<file path="src/rtl/lock_display_driver.sv">
// -----------------------------------------------------------------------------
// lock_display_driver
//
// Display back end of the password lock. Takes the lock's state, entered code,
// digit count, failed-attempt count and ID flag, and drives an 8-digit
// multiplexed 7-segment display and 16 status LEDs. All outputs are registered.
//
// Parameters
//   SCAN_DIV   CLK cycles each digit stays enabled (>= 2)
//   BLINK_DIV  CLK cycles per blink half-period (>= 2)
//
// Ports
//   CLK         system clock, rising edge
//   RESET       synchronous, active-high
//   STATE[2:0]  0 WAIT, 1 INPUT, 2 ERROR, 3 ALARM, 4 UNLOCK, 5-7 invalid
//   CODE[15:0]  entered code, CODE[15:12] is the first digit entered
//   CODE_BIT    digits entered so far (values above 4 count as 4)
//   ERROR_TIME  failed attempts so far
//   ID_FLAG     1 = admin, 0 = user
//   AN[7:0]     digit enables, active-low, AN[0] = rightmost digit
//   SEG[7:0]    segments, active-low, SEG[6:0] = g..a, SEG[7] = dp
//   LD[15:0]    status LEDs, active-high
// -----------------------------------------------------------------------------
module lock_display_driver #(
  parameter int SCAN_DIV  = 100000,
  parameter int BLINK_DIV = 50000000
) (
  input  logic        CLK,
  input  logic        RESET,
  input  logic [2:0]  STATE,
  input  logic [15:0] CODE,
  input  logic [2:0]  CODE_BIT,
  input  logic [1:0]  ERROR_TIME,
  input  logic        ID_FLAG,
  output logic [7:0]  AN,
  output logic [7:0]  SEG,
  output logic [15:0] LD
);

  localparam int SCAN_W  = (SCAN_DIV  > 1) ? $clog2(SCAN_DIV)  : 1;
  localparam int BLINK_W = (BLINK_DIV > 1) ? $clog2(BLINK_DIV) : 1;
  localparam logic [SCAN_W-1:0]  SCAN_LAST  = SCAN_W'(SCAN_DIV - 1);
  localparam logic [BLINK_W-1:0] BLINK_LAST = BLINK_W'(BLINK_DIV - 1);

  typedef enum logic [2:0] {
    ST_WAIT   = 3'd0,
    ST_INPUT  = 3'd1,
    ST_ERROR  = 3'd2,
    ST_ALARM  = 3'd3,
    ST_UNLOCK = 3'd4
  } lock_state_e;

  // Active-high a..g glyphs (bit 7 = dp)
  localparam logic [7:0] G_BLANK = 8'h00;
  localparam logic [7:0] G_DASH  = 8'h40;
  localparam logic [7:0] G_UNDER = 8'h08;
  localparam logic [7:0] G_R     = 8'h50;
  localparam logic [7:0] G_P     = 8'h73;
  localparam logic [7:0] G_N     = 8'h54;
  localparam logic [7:0] G_U     = 8'h3E;
  localparam logic [7:0] G_A     = 8'h77;
  localparam logic [7:0] G_E     = 8'h79;
  localparam logic [7:0] G_ZERO  = 8'h3F;
  localparam logic [7:0] G_ALL   = 8'hFF;

  function automatic logic [7:0] hex_glyph(input logic [3:0] v);
    logic [7:0] g;
    case (v)
      4'h0: g = 8'h3F;  4'h1: g = 8'h06;  4'h2: g = 8'h5B;  4'h3: g = 8'h4F;
      4'h4: g = 8'h66;  4'h5: g = 8'h6D;  4'h6: g = 8'h7D;  4'h7: g = 8'h07;
      4'h8: g = 8'h7F;  4'h9: g = 8'h6F;  4'hA: g = 8'h77;  4'hB: g = 8'h7C;
      4'hC: g = 8'h39;  4'hD: g = 8'h5E;  4'hE: g = 8'h79;  default: g = 8'h71;
    endcase
    return g;
  endfunction

  function automatic logic [2:0] clamp_count(input logic [2:0] cb);
    return (cb > 3'd4) ? 3'd4 : cb;
  endfunction

  // Glyph for one digit position; cb is already clamped to 0..4.
  function automatic logic [7:0] digit_glyph(
    input logic [2:0]  idx,
    input logic [2:0]  st,
    input logic [15:0] code,
    input logic [2:0]  cb,
    input logic [1:0]  et,
    input logic        id,
    input logic        blink
  );
    logic [7:0] g;
    logic [3:0] nib;
    g   = G_BLANK;
    nib = 4'(code >> {idx, 2'b00});
    case (st)
      ST_WAIT:   g = (idx < 3'd4) ? G_DASH : G_BLANK;
      ST_INPUT: begin
        case (idx)
          3'd7:       g = id ? G_A : G_U;
          3'd5:       g = hex_glyph({2'b00, et});
          3'd6, 3'd4: g = G_BLANK;
          // Digit idx shows nibble idx; it is filled once the entry count
          // reaches it from the left (d3 first), otherwise shows '_'.
          default:    g = (({1'b0, idx} + {1'b0, cb}) >= 4'd4) ? hex_glyph(nib) : G_UNDER;
        endcase
      end
      ST_ERROR: begin
        if (blink) begin
          case (idx)
            3'd7:       g = G_E;
            3'd6, 3'd5: g = G_R;
            3'd4:       g = hex_glyph({2'b00, et});
            default:    g = G_BLANK;
          endcase
        end
      end
      ST_ALARM:  g = blink ? G_ALL : G_BLANK;
      ST_UNLOCK: begin
        case (idx)
          3'd3:    g = G_ZERO;
          3'd2:    g = G_P;
          3'd1:    g = G_E;
          3'd0:    g = G_N;
          default: g = G_BLANK;
        endcase
      end
      default:   g = G_BLANK;
    endcase
    return g;
  endfunction

  function automatic logic [15:0] status_leds(
    input logic [2:0] st,
    input logic [2:0] cb,
    input logic [1:0] et,
    input logic       id,
    input logic       blink
  );
    logic [15:0] v;
    logic        alarm_on;
    v        = '0;
    alarm_on = (st == ST_ALARM) && blink;
    if (st <= ST_UNLOCK) begin
      v[3:0]  = 4'((5'd1 << cb) - 5'd1);
      v[5:4]  = et;
      v[11:6] = {6{alarm_on}};
      v[13]   = id;
      v[14]   = (st == ST_UNLOCK);
      v[15]   = alarm_on;
    end
    return v;
  endfunction

  logic [SCAN_W-1:0]  scan_cnt;
  logic [2:0]         digit_idx;
  logic [BLINK_W-1:0] blink_cnt;
  logic               blink_on;
  logic [2:0]         state_p1;

  logic               state_chg;
  logic [BLINK_W-1:0] blink_cnt_eff;
  logic               blink_on_eff;
  logic [2:0]         cb_clamp;

  // A state change restarts the blink phase in the same cycle, so the first
  // half-period of a new ERROR/ALARM is visible and lasts the full BLINK_DIV.
  always_comb begin
    state_chg     = (STATE != state_p1);
    blink_cnt_eff = state_chg ? '0 : blink_cnt;
    blink_on_eff  = state_chg | blink_on;
    cb_clamp      = clamp_count(CODE_BIT);
  end

  // Previous-cycle STATE, used only for change detection
  always_ff @(posedge CLK) begin
    state_p1 <= STATE;
  end

  // Counters and registered outputs
  always_ff @(posedge CLK) begin
    if (RESET) begin
      scan_cnt  <= '0;
      digit_idx <= 3'd0;
      blink_cnt <= '0;
      blink_on  <= 1'b1;
      AN        <= 8'hFF;
      SEG       <= 8'hFF;
      LD        <= 16'h0000;
    end else begin
      if (scan_cnt == SCAN_LAST) begin
        scan_cnt  <= '0;
        digit_idx <= digit_idx + 3'd1;
      end else begin
        scan_cnt  <= scan_cnt + SCAN_W'(1);
      end

      if (blink_cnt_eff == BLINK_LAST) begin
        blink_cnt <= '0;
        blink_on  <= ~blink_on_eff;
      end else begin
        blink_cnt <= blink_cnt_eff + BLINK_W'(1);
        blink_on  <= blink_on_eff;
      end

      AN  <= ~(8'h01 << digit_idx);
      SEG <= ~digit_glyph(digit_idx, STATE, CODE, cb_clamp, ERROR_TIME, ID_FLAG, blink_on_eff);
      LD  <= status_leds(STATE, cb_clamp, ERROR_TIME, ID_FLAG, blink_on_eff);
    end
  end

endmodule
</file>
<file path="config.mk">
export PLATFORM = sky130hd
export DESIGN_NAME = lock_display_driver
export DESIGN_NICKNAME = d
export VERILOG_FILES = /design/src/rtl/lock_display_driver.sv
export SDC_FILE = /design/constraint.sdc
export NUM_CORES = 1
export LEC_CHECK = 0
export CORE_UTILIZATION = 31
export CTS_BUF_LIST = sky130_fd_sc_hd__clkbuf_2
export CTS_CLUSTER_SIZE = 30
export DETAILED_ROUTE_END_ITERATION = 7
export SLEW_MARGIN = 20
export SYNTH_ARGS = -nofsm -noshare
export SYNTH_HDL_FRONTEND = slang
export SYNTH_SLANG_ARGS = --single-unit
</file>
<file path="constraint.sdc">
create_clock -name CLK -period 3.77 [get_ports CLK]
set_input_delay 0.754 -clock CLK [delete_from_list [all_inputs] [get_ports CLK]]
set_output_delay 0.754 -clock CLK [all_outputs]
set_load 0.005 [all_outputs]
</file>
==> results.sh, run 1 <==
export IMPL_global_route_usage_total=0.154
export IMPL_cts_hold_buffers=0
export IMPL_rsz0062_at_grt="false"
export IMPL_largest_net_degree_at_the_start_of_global_routing=22
export IMPL_number_of_setup_violations_in_the_final_report=0
export IMPL_core_region_area_um2=12700
export IMPL_met3RoutedLength_um=449
export IMPL_first_global_vias=3307
export IMPL_hold_path_class="reg -> reg"
export IMPL_final_hold_vios=0
export IMPL_insertion_delay_of_the_later_clocked_pin_in_the_worst_skew_pair_ps=600
export IMPL_skew_ps=37.3
export IMPL_finalNetCount=539
export IMPL_grt_overflow_total=0
export IMPL_area_growth_pct=18.6
export IMPL_clock_power_share=0.304
export IMPL_drt_iter0_drc=305
export IMPL_drc=0
export IMPL_synth_yosys_seq_area_share=0.371
export IMPL_fin_util=0.379
export IMPL_primary_flip_flop_cell_chosen_by_synthesis_mapping="dfxtp_1"
export IMPL_fin_setup_tns_ps=0
export IMPL_dp_hpwl_mm=7.03
export IMPL_global_route_wire_length_before_repair_mm=16.0
export IMPL_die_height_um=116
export IMPL_average_detailed_routed_wire_length_per_instance_um=13.9
export IMPL_power_density_cell_area_nw_per_um2=292
export IMPL_initial_utilization=0.319
export IMPL_placement_io_buffers=57
export IMPL_clk_pin_slew_worst_paths_ps=250
export IMPL_gp_congestion=0.882
export IMPL_antenna_left=0
export IMPL_ctsHtreeMaxLevel=3
export IMPL_ctsRootBufferMaster="clkbuf_2"
export IMPL_max_slew_worst_pin_slew_ps=713
export IMPL_synth_enable_flop_cells=0
export IMPL_combinationalPowerShare=0.114
export IMPL_synthesis_nets=492
export IMPL_synth_cell_area_um2=4050
export IMPL_layout_min_cycle_time_ps=2940
export IMPL_numCtsBuffers=9
export IMPL_route_final_wire_length_mm=9.36
export IMPL_most_common_layout_cells="75 x dfxtp_1, 57 x clkdlybuf4s50_1, 45 x nor2_1"
export IMPL_power_switching_mw=0.414
export IMPL_num_vias=3346
export IMPL_die_area_um2=13500
export IMPL_yosysUniqueCellTypes=71
export IMPL_max_slew_margin=0.523
export IMPL_number_of_buffers_on_the_longest_clock_path=2
export IMPL_met1Wirelength_mm=4.18
export IMPL_post_cts_repair_setup_buffers=0
export IMPL_drv_cap=0
export IMPL_status="finished, final reports clean"
export IMPL_detail_route_vias_per_cell=4.96
export IMPL_count_of_mapped_cells_out_of_synthesis=451
export IMPL_fin_crit_sh=0.781
export IMPL_power_leakage_nw=1.71
export IMPL_ys_seq_elements=75
export IMPL_power_switching_share=0.296
export IMPL_row_count=41
export IMPL_async_reset_ff_frac=0
export IMPL_worst_ir_drop_vdd_uv=91.9
export IMPL_cp_end_kind="flip-flop"
export IMPL_top_layer="met4"
export IMPL_critPathLaunchType="primary input"
export IMPL_ioPinCount=59
export IMPL_drive_gt1_frac=0.121
export IMPL_seq_power_share=0.583
export IMPL_critical_path_arrival_ps=3430
export IMPL_report_final_slew_viol_count=0
export IMPL_internal_power_mw=0.986
export IMPL_grt_antenna_before_repair=0
export IMPL_synth_yosys_warnings=0
export IMPL_fmax_mhz=340
export IMPL_post_cts_resized=0
export IMPL_antenna_cells_inserted=0
export IMPL_mostFrequentLayoutCell="dfxtp_1"
export IMPL_cts_sinks=75
export IMPL_drt_pre_antenna_iters=5
export IMPL_setup_worst_path_class="in -> reg"
export IMPL_die_w_um=116
export IMPL_crit_path_max_fanout=20
export IMPL_tritoncts="done"
export IMPL_syn_mean_instance_area_um2=8.97
export IMPL_cp_required_ps=4250
export IMPL_met2RoutedLength_mm=4.60
[synth_stat cells (5+ instances only)]
master | n | share of area
or3_1 | 8 | 0.012
nor4_1 | 6 | 0.0093
a21oi_1 | 11 | 0.014
mux2i_1 | 7 | 0.017
and2_1 | 12 | 0.019
xor2_1 | 26 | 0.056
o21ai_0 | 13 | 0.016
nor3_1 | 9 | 0.011
buf_6 | 5 | 0.014
nor2_1 | 45 | 0.042
nand2_1 | 31 | 0.029
nand4_1 | 12 | 0.019
nand2b_1 | 8 | 0.012
buf_4 | 9 | 0.017
a21oi_2 | 5 | 0.011
dfxtp_1 | 75 | 0.37
nor2b_1 | 6 | 0.0093
inv_1 | 13 | 0.012
nand3_1 | 16 | 0.020
nor2_2 | 16 | 0.025
clkbuf_1 | 8 | 0.0074
ha_1 | 14 | 0.043
xnor2_1 | 17 | 0.037
and3_1 | 7 | 0.011
[per-stage QoR]
stage          setup WS (ps)  power, mW  cells  hold slack (ps)  cell area, um2
2_1_floorplan            710      0.921    451              413            4050
6_report                 827       1.40    675              459            4800
5_1_grt                  583       1.48    675              496            4800
4_1_cts                  779       1.42    675              461            4800
3_5_place_dp             210      0.991    659              431            4700
3_3_place_gp             346      0.989    659              424            4700
[registers in the layout, indices dropped and copies added (netlist names)]
register and flops:
state_p1 3, LD 9, SEG 8, digit_idx 3, blink_on 1, blink_cnt 26
AN 8, scan_cnt 17
[cell type report]
| type | instances | area (um2) |
|---|---|---|
| Tap cell | 172 | 215 |
| Timing Repair Buffer | 62 | 608 |
| Inverter | 13 | 48.8 |
| Clock inverter | 7 | 58.8 |
| Clock buffer | 9 | 45.0 |
| Multi-Input combinational cell | 337 | 2320 |
| Fill cell | 1297 | 7870 |
| Sequential cell | 75 | 1500 |
[power by group through the flow]
stage	Sequential [mW]	Combinational, mW	Clock [mW]
final	0.816	0.159	0.425
after global routing	0.819	0.176	0.486
after CTS	0.817	0.160	0.447
after detailed placement	0.832	0.160	0
after global placement	0.831	0.158	0
after floorplan	0.832	0.0893	0
[critical path, stage by stage]
cell	delay (ps)
clkdlybuf4s50_1	640
xor2_1	180
nor3_1	300
and2_1	200
ha_1	200
and2_1	160
and2_0	300
nand4_2	210
nand2_2	100
buf_4	320
nor2_2	70
[final timing paths]
check | startpoint | end | slack, ps | cells past startpoint
max | STATE[2] | blink_cnt[13] | 830 | 11
min | scan_cnt[0] | scan_cnt[0] | 460 | 1
max reg2reg | digit_idx[1] | SEG[6] | 840 | 7
min reg2reg | scan_cnt[0] | scan_cnt[0] | 460 | 1
[layer usage]
layer,track usage,up-vias
met4,0.0556,0
met3,0.0457,12
met5,0,-
met1,0.188,1582
li1,-,1673
met2,0.257,79
[logic make-up after synthesis]
group                    after synthesis  share of synthesized area
AO/OA/AOI/OAI                         63                      0.111
XOR/XNOR                              43                     0.0930
adder cells (fa/ha/maj)               14                     0.0433
buffers and inverters                 39                     0.0547
flip-flops                            75                      0.371
multiplexers                          13                     0.0470
other                                  1                   0.000926
AND/OR/NAND/NOR                      203                      0.279
(Power assumes the default switching activity.)
==> run 2, diff against run 1 <==
==> constraint.sdc (replaced) <==
create_clock -name CLK -period 2.8 [get_ports CLK]
set_input_delay 0.56 -clock CLK [delete_from_list [all_inputs] [get_ports CLK]]
set_output_delay 0.56 -clock CLK [all_outputs]
set_load 0.005 [all_outputs]
==> results.sh, run 2 (synthesized netlist as in run 1, its figures left out) <==
export IMPL_gp_congestion=0.905
export IMPL_finalNetCount=561
export IMPL_grt_antenna_before_repair=0
export IMPL_worst_setup_slack_after_layout_ps=319
export IMPL_ctsHtreeMaxLevel=3
export IMPL_area_growth_pct=24.2
export IMPL_cp_required_ps=3210
export IMPL_antenna_left=0
export IMPL_power_total_mw=2.02
export IMPL_worst_r2r_setup_slack_ps=320
export IMPL_most_common_layout_cells="75 x dfxtp_1, 57 x clkdlybuf4s50_1, 45 x nor2_1"
export IMPL_setup_worst_path_class="reg -> reg"
export IMPL_largest_register="blink_cnt"
export IMPL_min_path_cells=1
export IMPL_core_region_area_um2=12700
export IMPL_final_hold_vios=0
export IMPL_status="finished, final reports clean"
export IMPL_largest_net_degree_at_the_start_of_global_routing=20
export IMPL_detail_route_vias_per_cell=4.82
export IMPL_internal_power_mw=1.52
export IMPL_report_final_slew_viol_count=0
export IMPL_largestRegisters="blink_cnt x26, scan_cnt x17, LD x9"
export IMPL_post_place_setup_slack_ps=-97.9
export IMPL_route_final_wire_length_mm=9.45
export IMPL_number_of_buffers_on_the_longest_clock_path=2
export IMPL_worst_r2r_path_depth=7
export IMPL_layout_min_cycle_time_ps=2480
export IMPL_post_cts_repair_setup_buffers=0
export IMPL_die_area_um2=13500
export IMPL_grt_overflow_total=0
export IMPL_seq_power_share=0.542
export IMPL_skew_ps=28.8
export IMPL_drt_pre_antenna_iters=5
export IMPL_worst_ir_drop_vdd_uv=202
export IMPL_antenna_cells_inserted=0
export IMPL_max_slew_worst_pin_slew_ps=794
export IMPL_cts_hold_buffers=0
export IMPL_clk_pin_slew_worst_paths_ps=220
export IMPL_number_of_setup_violations_in_the_final_report=0
export IMPL_dp_hpwl_mm=7.14
export IMPL_multiInputGateArea_um2=2330
export IMPL_clock_power_share=0.342
export IMPL_regToRegEndpoint="SEG[4]"
export IMPL_power_density_cell_area_nw_per_um2=403
export IMPL_insertion_delay_of_the_later_clocked_pin_in_the_worst_skew_pair_ps=560
export IMPL_cp_end_kind="flip-flop"
export IMPL_drt_iter0_drc=261
export IMPL_layout_area_seq_um2=1500
export IMPL_fmax_mhz=403
export IMPL_max_slew_margin=0.469
export IMPL_min_from="scan_cnt[0]"
export IMPL_initial_utilization=0.319
export IMPL_power_switching_mw=0.506
export IMPL_fin_setup_tns_ps=0
export IMPL_hold_path_endpoint="scan_cnt[0]"
export IMPL_cts_sinks=75
export IMPL_rsz0062_at_grt="false"
export IMPL_fin_crit_sh=0.886
export IMPL_critical_path_arrival_ps=2890
export IMPL_global_route_usage_total=0.146
export IMPL_crit_path_max_fanout=6
export IMPL_power_switching_share=0.250
export IMPL_tritoncts="done"
export IMPL_n_fill_cell=1312
export IMPL_row_count=41
export IMPL_combinationalPowerShare=0.116
export IMPL_placement_io_buffers=57
export IMPL_die_w_um=116
export IMPL_drive_gt1_frac=0.160
export IMPL_num_vias=3359
export IMPL_ioPinCount=59
export IMPL_ctsRootBufferMaster="clkbuf_2"
export IMPL_power_leakage_nw=1.85
export IMPL_post_cts_resized=0
export IMPL_hold_path_class="reg -> reg"
export IMPL_global_route_wire_length_before_repair_mm=15.1
export IMPL_die_height_um=116
export IMPL_largest_register_ffs=26
export IMPL_rr_startpoint="digit_idx[0]"
export IMPL_drv_cap=0
export IMPL_numCtsBuffers=9
export IMPL_mostFrequentLayoutCell="dfxtp_1"
export IMPL_first_global_vias=3177
export IMPL_critPathLaunchType="flip-flop"
export IMPL_average_detailed_routed_wire_length_per_instance_um=13.6
export IMPL_drc=0
==> run 2: changes by cell type in the layout (fill, tap and decap cells not counted), sizes merged <==
| cell | delta |
|---|---|
| buf | +22 |
| inv | -3 |
| clkbuf | +3 |
| bufinv | +2 |
| clkinv | -2 |
==> run 2: cell type report <==
type,instances,share of cell area
clock buffer,12,0.0119
sequential,75,0.299
inverter,13,0.00970
clock inverter,4,0.0149
multi-input combinational,337,0.463
timing repair buffer,84,0.159
tap,172,0.0428
==> run 2: per-layer routing <==
| layer | share of wire | GRT usage | vias up |
|---|---|---|---|
| li1 | - | - | 1722 |
| met1 | 0.45 | 0.173 | 1556 |
| met2 | 0.49 | 0.245 | 68 |
| met3 | 0.040 | 0.0436 | 13 |
| met4 | 0.016 | 0.0607 | 0 |
| met5 | 0 | 0 | - |
==> run 2: power groups by stage <==
stage,combinational (mW),clock [mW],sequential (mW)
detailed placement,0.234,0,1.12
floorplan,0.121,0,1.12
global placement,0.234,0,1.12
finish,0.234,0.693,1.10
global route,0.255,0.770,1.10
CTS,0.236,0.722,1.10
==> run 2: how the worst max path moves through the flow <==
stage,start,endpoint,slack [ps],cells past startpoint
after floorplan,STATE[1],blink_cnt[22],50,11
after global placement,STATE[0],blink_cnt[22],30,10
after detailed placement,STATE[0],blink_cnt[22],-100,10
after CTS,digit_idx[0],SEG[4],340,7
after global routing,digit_idx[0],SEG[4],140,7
final,digit_idx[0],SEG[4],320,7
==> run 2: metrics by stage <==
step	hold slack, ps	cells	utilization	area [um2]
after global routing	497	697	0.397	5030
final	461	697	0.397	5030
after floorplan	413	451	-	4050
after detailed placement	437	681	0.386	4890
after global placement	423	681	0.386	4890
after CTS	462	697	0.397	5030
==> run 2: worst max-delay path, stage by stage, from the launching register on <==
cell	delay [ps]
dfxtp_1	440
buf_4	180
mux4_1	600
nand2_1	150
inv_1	70
ha_1	260
a2111oi_0	460
o21ai_1	160
==> RTL edit 1 (config.mk and constraints of run 2) <==
`BLINK_DIV`: 50000000 -> 12500000.
--- a/src/rtl/lock_display_driver.sv
+++ b/src/rtl/lock_display_driver.sv
@@ -23,7 +23,7 @@
 // -----------------------------------------------------------------------------
 module lock_display_driver #(
   parameter int SCAN_DIV  = 100000,
-  parameter int BLINK_DIV = 50000000
+  parameter int BLINK_DIV = 12500000
 ) (
   input  logic        CLK,
   input  logic        RESET,
Formal check against the unedited RTL: same outputs for any inputs over 10 cycles, from zero or initial values and one cycle with RESET high; that may be too few to reach the edited logic, so the function may still have changed.
==> RTL edit 1 against run 2 <==
Power down 1.4%. Worst setup slack gained 0.034 ns. Clock power increased by 1%. Sequential cell count fell by 2. Design area is 3.0% lower. Wire length shrank 1.2%. Fmax is 1.4% higher. Count of clock-buffer cells in the layout is 2 lower. Area after synthesis fell by 4.3%.
==> RTL edit 1: results (changes against run 2) <==
Detailed routing
  – Drt initial violations: 202 (-23%)
  – Met1 wire length: 4420 um (+3.9%)
  – Vias: 3456 (+2.9%)
  – DRT Pass-1 Iters: 4 (-1)
  – Met2 routed WL: 4340 um (-7.1%)
  – Routed wire length: 9340 um (-1.2%)

Setup path
  – CP Max Fanout: 5 (-1)
  – FF-to-FF path depth: 9 (+2)
  – Reg-to-reg slack, setup: 0.35 ns (+0.03 ns)
  – CP arrival: 2.95 ns (+0.06 ns)

Cells and area
  – Final Net Count: 567 (+1.1%)
  – Fraction of layout cells with a size suffix above 1: 11.3% (-4.7 points)
  – Largest regs: blink_cnt x24, scan_cnt x17, LD x9
  – Filler cells: 1258 (-4.1%)
  – P&R area growth vs syn: 26.0%
  – Finished Layout Cells: 699 (+0.29%)

Placed design
  – Placed cell area: 4740 sq um (-3.2%)
  – Placed Cells: 683 (+0.29%)
  – Post-detail-place hpwl: 7010 um (-1.8%)
  – Worst slack, placed: -0.171 ns (-0.0727 ns)
  – GPL Wtd Cong: 0.835 (-7.7%)

Yosys
  – Post-synthesis mux area share: 4.07% (-0.63 points)
  – Synth top area cells: dfxtp_1 (38%), nor2_1 (5.4%), ha_1 (4.5%), xor2_1 (4.5%), xnor2_1 (4.1%)
  – Post-Synthesis Cells: 456 (+1.1%)
  – Top post-synthesis cells by count: dfxtp_1 (73), nor2_1 (56), nand2_1 (37)
  – Synth cell types: 62 (-13%)
  – Post-synthesis sequential area ratio: 37.7% (+0.63 points)
  – Post-synth net total: 497 (+1.0%)
  – Synth Area in Compound Gates: 12.2% (+1.1 points)
  – Post-synthesis adder-cell area fraction: 4.52% (+0.19 points)
  – XOR/XNOR Fraction of Synth Area: 8.59% (-0.71 points)

Global route
  – Number of global-route vias before repair: 3249 (+2.3%)
  – Largest net degree at the start of global routing: 22 (+10%)
  – Total track usage: 15.2% (+0.59 points)
  – Wire length of the first global-routing pass: 15500 um (+2.6%)

Power and ir drop
  – Leak pwr: 1.77 nW (-4.6%)
  – Peak VDD IR: 0.000403 V (+99%)

Clock tree
  – Worst-Skew Late Latency: roughly 0.55 ns

Timing
  – Hold Slack: 0.454 ns (-0.00753 ns)
  – FMAX: 409 MHz (+1.4%)
  – Clock Skew: 0.0340 ns (+0.00520 ns)

Status
  – Status: finished clean
## RTL edit 1: cell types whose count changed in the layout (fill, tap and decap cells not counted), sizes merged, moves of 5 or more
cell | before | now
xor2 | 26 | 20
nor2b | 6 | 1
buf | 27 | 32
nand3 | 16 | 23
nor2 | 61 | 56
## RTL edit 1: cell type report
cell class              count  share of cell area, %
inverters                  17                   1.31
flip-flops and latches     73                   29.9
multi-input cells         336                   44.9
clock inverters             6                   1.87
clock buffers              10                   1.03
well taps                 168                   4.31
repair buffers             89                   16.6
## RTL edit 1: critical path: stages (launching register included)
cell,delay (ns)
dfxtp_1,0.50
mux4_1,0.60
and2_1,0.18
inv_1,0.07
ha_1,0.17
inv_1,0.05
or4b_1,0.50
o311ai_1,0.11
a211oi_1,0.12
o21ai_1,0.12
## RTL edit 1: kinds of logic (layout without fill, tap and decap cells)
group | count (synthesis) | count (layout)
AO/OA/AOI/OAI | 73 | 73
XOR/XNOR | 38 | 38
adder cells (fa/ha/maj) | 14 | 14
buffers and inverters | 47 | 122
flip-flops | 73 | 73
multiplexers | 10 | 10
other | 1 | 1
AND/OR/NAND/NOR | 200 | 200
## RTL edit 1: per-layer routing
metal / up-vias / track usage [%]
met5: - / 0
met1: 1615 / 19.6
met4: 0 / 4.42
met2: 99 / 24.5
li1: 1728 / -
met3: 14 / 4.57
## RTL edit 1: report_power, final
part	switching [mW]	total (mW)	leakage, nW	internal (mW)
sequential	0.00899	1.07	0.593	1.06
combinational	0.103	0.228	1.09	0.125
clock	0.396	0.700	0.0865	0.304
==> RTL edit 2 (config.mk and constraints of run 2) <==
Made on the original files. Register the output `SEG` once more, cleared by the reset; this adds one clock of latency there. The other outputs are not delayed to match.
--- a/src/rtl/lock_display_driver.sv
+++ b/src/rtl/lock_display_driver.sv
@@ -63,6 +63,8 @@
   localparam logic [7:0] G_ZERO  = 8'h3F;
   localparam logic [7:0] G_ALL   = 8'hFF;
 
+  logic [7:0] SEG_s0;
+
   function automatic logic [7:0] hex_glyph(input logic [3:0] v);
     logic [7:0] g;
     case (v)
@@ -184,7 +186,7 @@
       blink_cnt <= '0;
       blink_on  <= 1'b1;
       AN        <= 8'hFF;
-      SEG       <= 8'hFF;
+      SEG_s0    <= 8'hFF;
       LD        <= 16'h0000;
     end else begin
       if (scan_cnt == SCAN_LAST) begin
@@ -203,9 +205,17 @@
       end
 
       AN  <= ~(8'h01 << digit_idx);
-      SEG <= ~digit_glyph(digit_idx, STATE, CODE, cb_clamp, ERROR_TIME, ID_FLAG, blink_on_eff);
+      SEG_s0 <= ~digit_glyph(digit_idx, STATE, CODE, cb_clamp, ERROR_TIME, ID_FLAG, blink_on_eff);
       LD  <= status_leds(STATE, cb_clamp, ERROR_TIME, ID_FLAG, blink_on_eff);
     end
   end
 
+  always_ff @(posedge CLK) begin
+    if (RESET) begin
+      SEG <= '0;
+    end else begin
+      SEG <= SEG_s0;
+    end
+  end
+
 endmodule
Check against the original RTL: not equivalent (a bounded check fails within 4 cycles, from zero or initial values and one cycle with RESET high).
==> RTL edit 2 against run 2 <==
Worst setup slack got worse by 0.073 ns. Area after synthesis up 3.7%. Sequential power up 12%. Sequential cell count rose by 8. Design area grew 3.8%. Power rose by 0.93%. Largest power group unchanged. Wire length is 4.9% higher. Combinational power grew 8.5%.
==> RTL edit 2: results (changes against run 2) <==
Placed design
  – GPL Wtd Cong: 0.864 (-4.5%)

Setup path
  – Reg-to-reg slack, setup: 0.25 ns (-0.07 ns)
  – RR Endpoint: SEG_s0[3]$_SDFF_PP1_
  – CP Max Fanout: 10 (+4)
  – CP max stage delay: 0.52 ns (-0.08 ns)
  – FF-to-FF path depth: 8 (+1)

Cells and area
  – Final Net Count: 587 (+4.6%)
  – FFs & Latches: 83 (+11%)
  – Logic inverters: 15 (+2)
  – Buffers, non-clock: 90 (+7.1%)
  – Multi-input gates: 347 (+3.0%)

Global route
  – Met2 Usage GRT: 25.8% (+1.3 points)
  – Total track usage: 15.1% (+0.50 points)
  – Largest net degree at the start of global routing: 22 (+10%)
  – M3 GR Usage: 4.25% (-0.11 points)

Yosys
  – Synth top area cells: dfxtp_1 (40%), nor2_1 (5.6%), ha_1 (4.2%), xor2_1 (3.5%), xnor2_1 (3.1%)
  – Synth Area in Compound Gates: 11.4% (+0.32 points)
  – Post-synthesis mux area share: 3.37% (-1.3 points)
  – Top post-synthesis cells by count: dfxtp_1 (83), nor2_1 (63), nand2_1 (30)
  – Post-synthesis adder-cell area fraction: 4.17% (-0.16 points)
  – XOR/XNOR Fraction of Synth Area: 8.37% (-0.93 points)

Detailed routing
  – Drt initial violations: 197 (-25%)
  – Met2 routed WL: 4880 um (+4.6%)

Status
  – Status: finished clean

Worst hold path
  – Hold path start: SEG_s0[7]$_SDFF_PP1_

Power and ir drop
  – Peak VDD IR: 0.000217 V (+7.2%)

Timing
  – Hold Slack: 0.464 ns (+0.00283 ns)
-- RTL edit 2: report_power, final --
| part | switching, mW | leakage (nW) | internal (mW) | total, mW |
|---|---|---|---|---|
| Clock | 0.432 | 0.0633 | 0.130 | 0.562 |
| Combinational | 0.113 | 1.16 | 0.142 | 0.254 |
| Sequential | 0.0148 | 0.677 | 1.21 | 1.23 |
| Total | 0.559 | 1.90 | 1.48 | 2.04 |
-- RTL edit 2: through the flow --
| stage | cells | setup slack (ns) |
|---|---|---|
| floorplan | 474 | 0.00748 |
| global placement | 711 | -0.203 |
| detailed placement | 711 | -0.253 |
| CTS | 727 | 0.227 |
| global route | 727 | 0.0436 |
| finish | 727 | 0.247 |
-- RTL edit 2: kinds of logic after synthesis --
family	Yosys count
buf+inv	44
compound gates	69
flops	83
xor+xnor	35
fa+ha+maj	14
mux	9
simple gates	219
other cells	1
